--- config.mk ---
export PLATFORM = sky130hd
export DESIGN_NAME = ahb_chk_wait_timer
export DESIGN_NICKNAME = d
export VERILOG_FILES = /design/src/rtl/ahb_chk_wait_timer.sv
export SDC_FILE = /design/constraint.sdc
export NUM_CORES = 1
export LEC_CHECK = 0
export BUFFER_PORTS_ARGS = -buffer_cell sky130_fd_sc_hd__clkbuf_2
export CAP_MARGIN = 0
export CORE_AREA = 2 2 39 41
export CTS_CLUSTER_SIZE = 24
export DETAILED_ROUTE_END_ITERATION = 16
export DIE_AREA = 0 0 41 43
export GPL_ROUTABILITY_DRIVEN = 0
export SYNTH_ARGS = -nofsm -noshare
export SYNTH_HDL_FRONTEND = slang
export SYNTH_SLANG_ARGS = --single-unit
--- constraint.sdc ---
create_clock -name hclk -period 2.6 [get_ports hclk]
set_input_delay 0.26 -clock hclk [delete_from_list [all_inputs] [get_ports hclk]]
set_output_delay 0.26 -clock hclk [all_outputs]
set_load 0.02 [all_outputs]
--- src/rtl/ahb_chk_wait_timer.sv ---
// Saturating count of consecutive hreadyout-low cycles; tmo marks the
// cycle that pushes the count past MAX_WAIT (once per data phase).
module ahb_chk_wait_timer #(
  parameter int MAX_WAIT = 16
) (
  input  logic hclk,
  input  logic hrst,
  input  logic hreadyout,
  output logic tmo
);
  localparam int CW = $clog2(MAX_WAIT + 2);
  localparam logic [CW-1:0] LIM = CW'(MAX_WAIT);
  localparam logic [CW-1:0] SAT = CW'(MAX_WAIT + 1);

  logic [CW-1:0] cnt;

  assign tmo = !hreadyout && (cnt == LIM);

  always_ff @(posedge hclk) begin
    if (!hrst)
      cnt <= '0;
    else if (hreadyout)
      cnt <= '0;
    else if (cnt != SAT)
      cnt <= cnt + CW'(1);
  end
endmodule

# ---- Yosys cells after proc, flatten, opt, wreduce, memory -nomap -nowiden
# Index checks and enable logic that the tools add are counted.
dict set report op_classes {
  addsub 1
  reduce_logical 3
  bitwise 1
  eq_ne 2
}
# op count
set op_table {}
lappend op_table {{5-bit by 1-bit adder with 5-bit output (second input constant)} 1}
lappend op_table {{5-bit == test (second input constant)} 1}
lappend op_table {{5-bit inequality test (second input constant)} 1}
lappend op_table {{2-bit OR reduction} 1}
lappend op_table {{1-bit logical AND} 1}
lappend op_table {{1-bit zero test} 1}
lappend op_table {{1-bit NOT} 1}
dict set report word_totals {
  input_bits 3
  output_inout_bits 1
  ff_bits 5
}

# ---- Logic depth before layout (Yosys ltp)
dict set report logic_depth {
  depth_word 2
  depth_mapped 5
}

# ---- Worst setup path before layout
# OpenSTA, ideal clock, no wires.
dict set report synth_path {
  path_type {register to register}
  start {register cnt[1]}
  end {register cnt[2]}
  stages_incl_launch_ff 6
  path_slack_ps 1474
  setup_time_ps 64
  arrival_time_ps 1062
  n_path_buf 0
  path_cell_list {dfxtp_1 inv_1 ha_1 and4bb_4 or2_1 nor2_1}
}
dict set report synth_via {
  elab_chain_len 1
}
# item line
set synth_lines {}
lappend synth_lines {{from (decl)} 15} ;# logic [CW-1:0] cnt;
lappend synth_lines {{from (signal assigned)} 25} ;# cnt <= cnt + CW'(1);
lappend synth_lines {{5-bit by 1-bit adder with 5-bit output or 5-bit inequality test (tied branches)} {25, 24}}
# Several ways; a longest one is shown, not always the timed one.
# A chain may end at the register's enable or synchronous reset.

# ---- Final worst setup path
dict set report layout_path {
  start {register cnt[0]}
  end {output tmo}
}
dict set report layout_via {
  elab_chain_len 2
}
# item line
set layout_lines {}
lappend layout_lines {{5-bit == test} 17} ;# assign tmo = !hreadyout && (cnt == LIM);
lappend layout_lines {{1-bit logical AND} 17}
lappend layout_lines {{to (decl)} 9} ;# output logic tmo
# No other way between the ends.

==> metrics <==
outcome=finished, final reports clean; leakage power=0.0001279 uW; internal reg-to-reg setup slack=about 1.4 ns; Antenna Violating Nets Remaining=0; slew margin rel.=between 80% and 90%; # hold bufs at CTS=0; First DRT Iteration DRCs=1; RSZ-0062 raised after global routing=no; vias per cell=roughly 3.7; Crit Path Max Fanout=4; Cells on Worst Hold Path=3; n_diodes=0; final hold vios=0; CTS Root Cell=clkbuf_4; Worst Tran Pin Value=~0.19 ns; DR vias=184; Hold Crit Class=in2reg; Reg with most FFs=cnt; fmax=~0.67 GHz; starting density of the core=18.90%; Final TNS setup=0 ns; max-slew violations=0; GRT met3 Usage=under 10%; CTS Buffer Depth=2; startpoint types=flip-flop; # clock sinks=5; WP data arrival=between 1 and 1.5 ns; Crit Path Class=reg2out; top post-synthesis cells by area=dfxtp_1 38%, ha_1 14%, nor2_1 8.6%, xnor2_1 6.7%, xor2_1 6.7%; sequential area share after synthesis=between 30% and 40%; Worst Setup End Kind=output port; post-route clock period utilization=between 50% and 60%; worst hold slack=around 0.32 ns; Fillers=roughly 150; CTS tree=yes; worst r2r src=cnt[1]$_SDFFE_PP0P_; H-tree Lvls=1; Die W=around 41 microns; ratio of cells with drive above 1 in the final layout=between 20% and 30%; Mapped Area=261.5 sq um; Final HPWL DP=approximately 310 microns; worst hold start=hrst; wire per inst=between 8 and 9 microns; Crit path required time=~2.3 ns; die height=~43 microns; Core Box Area=1384 sq um; syn nets=33; I/O pins=4; post-route minimum period=~1.5 ns; largest net degree at the start of global routing=6; Num CTS Buffers=3; total setup buffers inserted after CTS=0; max FFs per register=5; met1 Track Usage GR=slightly below 8%; row cnt=14; initial antenna violation count=0; Avg Cell Area, Syn=roughly 9.7 sq um; Tot GR Track Use=under 10%; WL final=about 420 microns; Max Cap Viol=0; die area=between 1500 and 2000 sq um; first-pass GRT wire length=around 760 microns; Synth Instances=27; pre-CTS setup slack=~1.3 ns; Power, Total=between 150 and 200 uW; Setup WS post-layout=between 1 and 1.5 ns; Worst R2R Path Depth=5; P per Cell Area=552.5 nW/um^2; post-synth top area share=38.28%; clock slew at reported path FFs=about 0.04 ns; Setup-failing EPs final=0; clk_skew=0.003880 ns; synthesis warning total=0; Worst VDD drop=0.3673 mV; vias in the first global route=194; clk_lat worst skew=0.24 ns; GR peak layer=met2; Post-route DRC=0; GRT overflow=0; routing usage on met2=under 10%; hold path endpoint=cnt[4]$_SDFFE_PP0P_; R2R Path End=cnt[3]$_SDFFE_PP0P_; post-cts gate resize count=0; 1st-pass router iterations=2; biggest regs=cnt (5); PortBufs=3; Area Growth Syn to Fin=23.45%; Final #Nets=41; final core occ=23.33%; flops & latches, synth=5; Unique masters post-synth=12; cell taking the most area after synthesis=dfxtp_1
==> final cells by class <==
type	instances	area [sq um]	area share (%)
well taps	16	20.02	6.202
inverters	2	7.507	2.326
multi-input cells	20	153.9	47.67
repair buffers	3	15.01	4.651
clock buffers	4	26.28	8.140
flip-flops and latches	5	100.1	31.01
==> layer usage <==
metal / part of all wire, % / wire, microns
met1: 48 / 204
met2: 43 / 183
met3: 8.1 / 34
met4: 0 / 0
met5: 0 / 0
==> stage by stage <==
stage          area (sq um)  std cells
3_5_place_dp          296.5         46
4_1_cts               322.8         50
6_report              322.8         50
3_3_place_gp          296.5         46
5_1_grt               322.8         50
2_1_floorplan         261.5         27
==> synth_stat cells <==
library cell / number
inv_1: 2
nand2b_1: 1
mux2i_1: 1
nand3_1: 2
and4bb_4: 1
xnor2_1: 2
nor2_1: 6
ha_1: 3
dfxtp_1: 5
xor2_1: 2
and4b_1: 1
or2_1: 1
==> kinds of logic (layout without fill, tap and decap cells) <==
family,count (synthesis),after routing,share of synthesized area (%)
XOR/XNOR,4,4,13.40
adder cells (fa/ha/maj),3,3,14.36
buffers and inverters,2,9,2.872
flip-flops,5,5,38.28
multiplexers,1,1,3.828
AND/OR/NAND/NOR,12,12,27.28
==> power breakdown <==
group / leakage (uW) / switching (uW) / internal (uW)
Sequential: 0.0000406 / 1.57 / 78.6
Combinational: 0.0000723 / 4.61 / 4.81
Clock: 0.0000150 / 30.8 / 58.0
==> layout by cell type (no fill, tap or decap), drive strengths merged <==
cell | synthesis | final
clkbuf | 0 | 7
nor2 | 6 | 6
dfxtp | 5 | 5
ha | 3 | 3
inv | 2 | 2
xnor2 | 2 | 2
nand3 | 2 | 2
xor2 | 2 | 2
and4b | 1 | 1
nand2b | 1 | 1
and4bb | 1 | 1
or2 | 1 | 1
mux2i | 1 | 1
==> critical path: stages, from the launching register on <==
cell	delay, ns
dfxtp_1	0.37
inv_1	0.09
ha_1	0.20
and4b_1	0.19
clkbuf_2	0.15
==> worst max-delay path by stage <==
stage	startpoint	slack, ns	endpoint
finish	cnt[0]$_SDFFE_PP0P_	1.10	tmo
global placement	cnt[0]$_SDFFE_PP0P_	1.36	tmo
floorplan	cnt[1]$_SDFFE_PP0P_	1.47	cnt[2]$_SDFFE_PP0P_
CTS	cnt[0]$_SDFFE_PP0P_	1.08	tmo
detailed placement	cnt[0]$_SDFFE_PP0P_	1.35	tmo
global route	cnt[0]$_SDFFE_PP0P_	1.0	tmo
(Power assumes the default switching activity.)
